==> src/rtl/register_dump_controller_pkg.sv <==
// Shared CPU debug package: dump FSM encoding, default register count and
// word geometry used by the register dump controller and its serializer.
package register_dump_controller_pkg;

  localparam int DUMP_NUM_REGS  = 32;
  localparam int BYTES_PER_WORD = 4;
  localparam int BYTE_IDX_W     = 2;

  typedef enum logic [2:0] {
    IDLE   = 3'd0,
    LOAD   = 3'd1,
    SEND   = 3'd2,
    WAIT   = 3'd3,
    FINISH = 3'd4
  } dump_state_t;

  // Most significant byte of a word; bytes leave MSB first.
  function automatic logic [7:0] msb_byte(input logic [31:0] word);
    return word[31:24];
  endfunction

endpackage

==> src/rtl/register_dump_controller_serializer.sv <==
// Word serializer: holds the captured register word, shifts it left one
// byte per transmitted byte and counts the byte position within the word.
module dump_word_serializer
  import register_dump_controller_pkg::*;
(
  input  logic                  clk,
  input  logic                  reset,
  input  logic                  clr,
  input  logic                  load,
  input  logic                  shift,
  input  logic [31:0]           load_data,
  output logic [7:0]            msb,
  output logic [BYTE_IDX_W-1:0] byte_idx,
  output logic                  last_byte
);

  logic [31:0] word;

  // Word capture/shift and byte counter; the counter is only advanced
  // below the last byte, so it never wraps.
  always_ff @(posedge clk or posedge reset) begin
    if (reset) begin
      word     <= 32'h0000_0000;
      byte_idx <= '0;
    end else begin
      if (load) begin
        word <= load_data;
      end else if (shift) begin
        word <= {word[23:0], 8'h00};
      end else begin
        word <= word;
      end
      if (clr) begin
        byte_idx <= '0;
      end else if (shift && !last_byte) begin
        byte_idx <= byte_idx + {{(BYTE_IDX_W-1){1'b0}}, 1'b1};
      end else begin
        byte_idx <= byte_idx;
      end
    end
  end

  assign msb       = msb_byte(word);
  assign last_byte = (byte_idx == BYTE_IDX_W'(BYTES_PER_WORD - 1));

endmodule

==> src/rtl/register_dump_controller.sv <==
// Register dump controller: walks the register file from index 0 upwards
// and streams every word MSB first to a UART, one byte per tx_done.
// All outputs are registered; nothing combinational from start/abort/tx_done.
module register_dump_controller
  import register_dump_controller_pkg::*;
#(
  parameter int NUM_REGS = DUMP_NUM_REGS,
  parameter int ADDR_W   = 5
) (
  input  logic              clk,
  input  logic              reset,
  input  logic              start,
  input  logic              abort,
  output logic [ADDR_W-1:0] rf_read_addr,
  input  logic [31:0]       rf_read_data,
  output logic [7:0]        tx_data,
  output logic              tx_start,
  input  logic              tx_done,
  output logic              busy,
  output logic              done
);

  localparam logic [ADDR_W-1:0] LAST_IDX = ADDR_W'(NUM_REGS - 1);

  dump_state_t           state;
  dump_state_t           next_state;
  logic [ADDR_W-1:0]     reg_idx;
  logic                  reg_clr;
  logic                  reg_inc;
  logic                  ser_clr;
  logic                  ser_load;
  logic                  ser_shift;
  logic [7:0]            ser_msb;
  logic [BYTE_IDX_W-1:0] ser_byte_idx;
  logic                  ser_last;
  logic                  ack;

  dump_word_serializer u_serializer (
    .clk       (clk),
    .reset     (reset),
    .clr       (ser_clr),
    .load      (ser_load),
    .shift     (ser_shift),
    .load_data (rf_read_data),
    .msb       (ser_msb),
    .byte_idx  (ser_byte_idx),
    .last_byte (ser_last)
  );

  // A tx_done coinciding with our own tx_start pulse belongs to an older
  // byte and must not acknowledge the one just offered.
  assign ack = tx_done && !tx_start;

  // Next-state and serializer/index control; abort wins over everything.
  always_comb begin
    next_state = state;
    reg_clr    = 1'b0;
    reg_inc    = 1'b0;
    ser_clr    = 1'b0;
    ser_load   = 1'b0;
    ser_shift  = 1'b0;
    case (state)
      IDLE: begin
        if (start) begin
          next_state = LOAD;
          reg_clr    = 1'b1;
          ser_clr    = 1'b1;
        end else begin
          next_state = IDLE;
        end
      end
      LOAD: begin
        if (abort) begin
          next_state = IDLE;
        end else begin
          ser_load   = 1'b1;
          next_state = SEND;
        end
      end
      SEND: begin
        if (abort) begin
          next_state = IDLE;
        end else begin
          next_state = WAIT;
        end
      end
      WAIT: begin
        if (abort) begin
          next_state = IDLE;
        end else if (ack) begin
          if (!ser_last) begin
            ser_shift  = 1'b1;
            next_state = SEND;
          end else if (reg_idx != LAST_IDX) begin
            reg_inc    = 1'b1;
            ser_clr    = 1'b1;
            next_state = LOAD;
          end else begin
            next_state = FINISH;
          end
        end else begin
          next_state = WAIT;
        end
      end
      FINISH: begin
        next_state = IDLE;
      end
      default: begin
        next_state = IDLE;
      end
    endcase
  end

  // State register.
  always_ff @(posedge clk or posedge reset) begin
    if (reset) begin
      state <= IDLE;
    end else begin
      state <= next_state;
    end
  end

  // Register index: cleared at dump start, stepped after each word's last byte.
  always_ff @(posedge clk or posedge reset) begin
    if (reset) begin
      reg_idx <= '0;
    end else if (reg_clr) begin
      reg_idx <= '0;
    end else if (reg_inc) begin
      reg_idx <= reg_idx + {{(ADDR_W-1){1'b0}}, 1'b1};
    end else begin
      reg_idx <= reg_idx;
    end
  end

  assign rf_read_addr = reg_idx;

  // Registered outputs: byte offer leaving SEND, busy from next state,
  // done leaving FINISH unless aborted there.
  always_ff @(posedge clk or posedge reset) begin
    if (reset) begin
      tx_start <= 1'b0;
      tx_data  <= 8'h00;
      busy     <= 1'b0;
      done     <= 1'b0;
    end else begin
      tx_start <= (state == SEND) && !abort;
      if (state == SEND) begin
        tx_data <= ser_msb;
      end else begin
        tx_data <= tx_data;
      end
      busy <= (next_state != IDLE);
      done <= (state == FINISH) && !abort;
    end
  end

endmodule

==> config.mk <==
export PLATFORM = sky130hd
export DESIGN_NAME = register_dump_controller
export DESIGN_NICKNAME = d
export VERILOG_FILES = /design/src/rtl/register_dump_controller_pkg.sv /design/src/rtl/register_dump_controller_serializer.sv /design/src/rtl/register_dump_controller.sv
export SDC_FILE = /design/constraint.sdc
export NUM_CORES = 1
export LEC_CHECK = 0
export CAP_MARGIN = 20
export CORE_UTILIZATION = 60
export CTS_CLUSTER_DIAMETER = 100
export DETAILED_ROUTE_END_ITERATION = 16
export DONT_BUFFER_PORTS = 1
export PLACE_DENSITY = 0.76
export SLEW_MARGIN = 10
export SYNTH_ARGS = -nofsm -noshare
export SYNTH_HDL_FRONTEND = slang
export SYNTH_HIERARCHICAL = 1
export SYNTH_SLANG_ARGS = --single-unit
==> constraint.sdc <==
create_clock -name clk -period 4.55 [get_ports clk]
set_clock_uncertainty 0.15 [all_clocks]
set_input_delay 0.455 -clock clk [delete_from_list [all_inputs] [get_ports clk]]
set_output_delay 0.455 -clock clk [all_outputs]
set_load 0.02 [all_outputs]
==> metrics.txt <==
Vias=1,612; drt drc=0; Clock Pin Slew Worst Setup and Hold Paths=0.09 ns; Worst path top cell family by delay=simple AND/OR/NAND/NOR gates; Crit path required time=4.62 ns; Post-Syn Nets=275; total power=1330 uW; I/O Buffers=0; crit path DAT=2.34 ns; area added between synthesis and finish=0.145%; Routability Congestion=0.749; power density over cell area=515 nW/um^2; Final ANT Viol Nets=0; DRT iter0 DRCs=133; Syn Area/Cell=11.0 um^2; Placed Cells incl. Taps=265; Core Box Area=4060 um^2; gr usage total=21.8%; RSZ-0062 raised after global routing=false; Post-synth top cells=53 x dfrtp_1, 37 x nand2_1, 28 x o21ai_1; Post-Syn Area=2590 um^2; Seq cells post-synth=53; clk root buf=clkbuf_8; Yosys top cell area share=51.3%; Die Y=67.7 um; Rows=23; number of synthesized flops with an enable pin=0; ranking of synthesized cells by area=dfrtp_1 51%, mux2i_1 10%, o21ai_1 5.4%; post-cts sizing count=0; most frequent cell after synthesis=dfrtp_1; peak supply drop=0.303 mV; Buf/Inv on CP=0; Initial Utilization=63.7%; ANT cells=0; synthesized instance count=235; number of I/O pins=53; Die ar.=4580 um^2; cells along the critical path=ha_1, and3_1, ha_1, nand4bb_1, nor3_1, mux2i_1; status=finished clean; Critical Path Max Stage Delay=0.50 ns; Least-Margin Pin Slew=0.703 ns; Skew-Pair Late Insertion Delay=0.29 ns; CP Class=reg -> reg; total congestion overflow=0; CP Max Fanout=6; type of the worst min-delay path=in -> async; fraction of registers with async set/reset=100%; Longest Clk Path Bufs=2; placed cell area=2500 um^2; post-DP HPWL=3090 um; Tmin final=2.27 ns; final hold violations=0; area leader, netlist=dfrtp_1; antenna violations before repair=0; Most Frequent Cell on Critical Path=ha_1; final cell count without fillers=274; H-tree depth=2; number of buffers created by CTS=5; post-synthesis sequential area ratio=51.3%; fin crit share=49.9%; max-cap viol count=0; relative max-transition margin=53.1%; share of cells above drive strength 1=11.6%; fin. max-slew vios=0; Synth cell types=39; number of fill cells=325; Die W=67.7 um; postcts setup bufs=0; Finish-stage setup viols=0; nets=263; setup TNS=0 ns; via density per instance=5.88; Post-Place Worst Slack=2.32 ns; Crit-path slowest cell=dfrtp_1; first-pass GRT wire length=7290 um; via count of the first global-routing pass=1,629; Synth Warn #=6; largest net degree at the start of global routing=65; Leak=0.00107 uW; fin worst setup slack=2.28 ns; CP Capture Type=flip-flop; Worst Setup Start Kind=flip-flop; maximum clock frequency=0.441 GHz; first-pass iteration count of the detailed router=4; TritonCTS clock tree=built; top_reg_cell synth=dfrtp_1; clock sink count=53; post-route cell area=2590 um^2; WL/cell=16.4 um; DRT Wirelength=4500 um
==> cell families after synthesis <==
| logic type | count (synthesis) | synth area share [%] |
|---|---|---|
| adder cells (fa/ha/maj) | 3 | 1.45 |
| multiplexers | 35 | 13.9 |
| buffers and inverters | 25 | 7.35 |
| AO/OA/AOI/OAI | 45 | 9.87 |
| AND/OR/NAND/NOR | 74 | 16.1 |
| flip-flops | 53 | 51.3 |
==> layout make-up <==
class / instances / area (um^2) / area share, %
Clock buffer: 8 / 80.1 / 3.09
Timing Repair Buffer: 4 / 32.5 / 1.26
Sequential cell: 53 / 1330 / 51.2
Multi-Input combinational cell: 157 / 1080 / 41.7
Tap cell: 50 / 62.6 / 2.42
Inverter: 2 / 7.51 / 0.290
==> where the power goes <==
part	total, uW	switching [uW]	internal, uW
Clock	245	135	110
Combinational	281	138	143
Sequential	808	163	645
==> repair_timing <==
action	in CTS	in global routing
hold buffers	1	0
endpoints found under the setup margin	0	0
endpoints found under the hold margin	34	0
==> worst reg2reg max path, cell delays in order (launching register included) <==
cell       delay [ns]
dfrtp_1          0.50
ha_1             0.27
and3_1           0.18
ha_1             0.21
nand4bb_1        0.33
nor3_1           0.32
mux2i_1          0.23
==> registers in the layout, indices dropped and copies added, names as in the netlist <==
| signal | count |
|---|---|
| u_serializer/byte_idx | 2 |
| u_serializer/word | 32 |
| state | 3 |
| done | 1 |
| tx_data | 8 |
| rf_read_addr | 5 |
| busy | 1 |
| tx_start | 1 |
==> cell usage in the layout (no fill, tap or decap), types with 2 or more instances in the layout <==
master / count
dfrtp_1: 53
nor3_1: 2
mux2_2: 8
o211ai_1: 2
mux2i_1: 27
clkbuf_8: 5
clkbuf_1: 3
o21ai_2: 2
a21oi_1: 2
o21ai_0: 6
nand2b_1: 13
nand2_1: 37
inv_1: 2
nand3_1: 4
buf_4: 3
o21ai_1: 28
ha_1: 3
nor2_1: 3
==> routing by layer <==
metal	GRT usage (%)	up-vias	part of all wire, %
li1	-	785	-
met1	27.9	790	45
met2	34.8	35	50
met3	5.24	2	4.2
met4	9.84	0	0.62
met5	0	-	0
==> worst paths after layout <==
check | slack [ns] | end | startpoint | cells after the start
hold reg to reg | 0.37 | tx_data[1] | u_serializer/word[25] | 1
hold / removal | 0.001 | rf_read_addr[3] | reset | 1
setup / recovery | 2.28 | rf_read_addr[3] | rf_read_addr[0] | 6
setup reg to reg | 2.28 | rf_read_addr[3] | rf_read_addr[0] | 6
max in group asynchronous | 3.38 | u_serializer/word[10] | reset | 3
min in group clk | 0.08 | tx_start | abort | 1
==> per-stage QoR <==
step | hold slack (ns) | utilization (%)
final | 0.00106 | 63.8
after global routing | 0.0520 | 63.8
after CTS | 0.0166 | 63.8
after detailed placement | 0.309 | 61.6
after global placement | 0.299 | 61.6
after floorplan | 0.256 | -
Power figures use the tool's default switching activity.
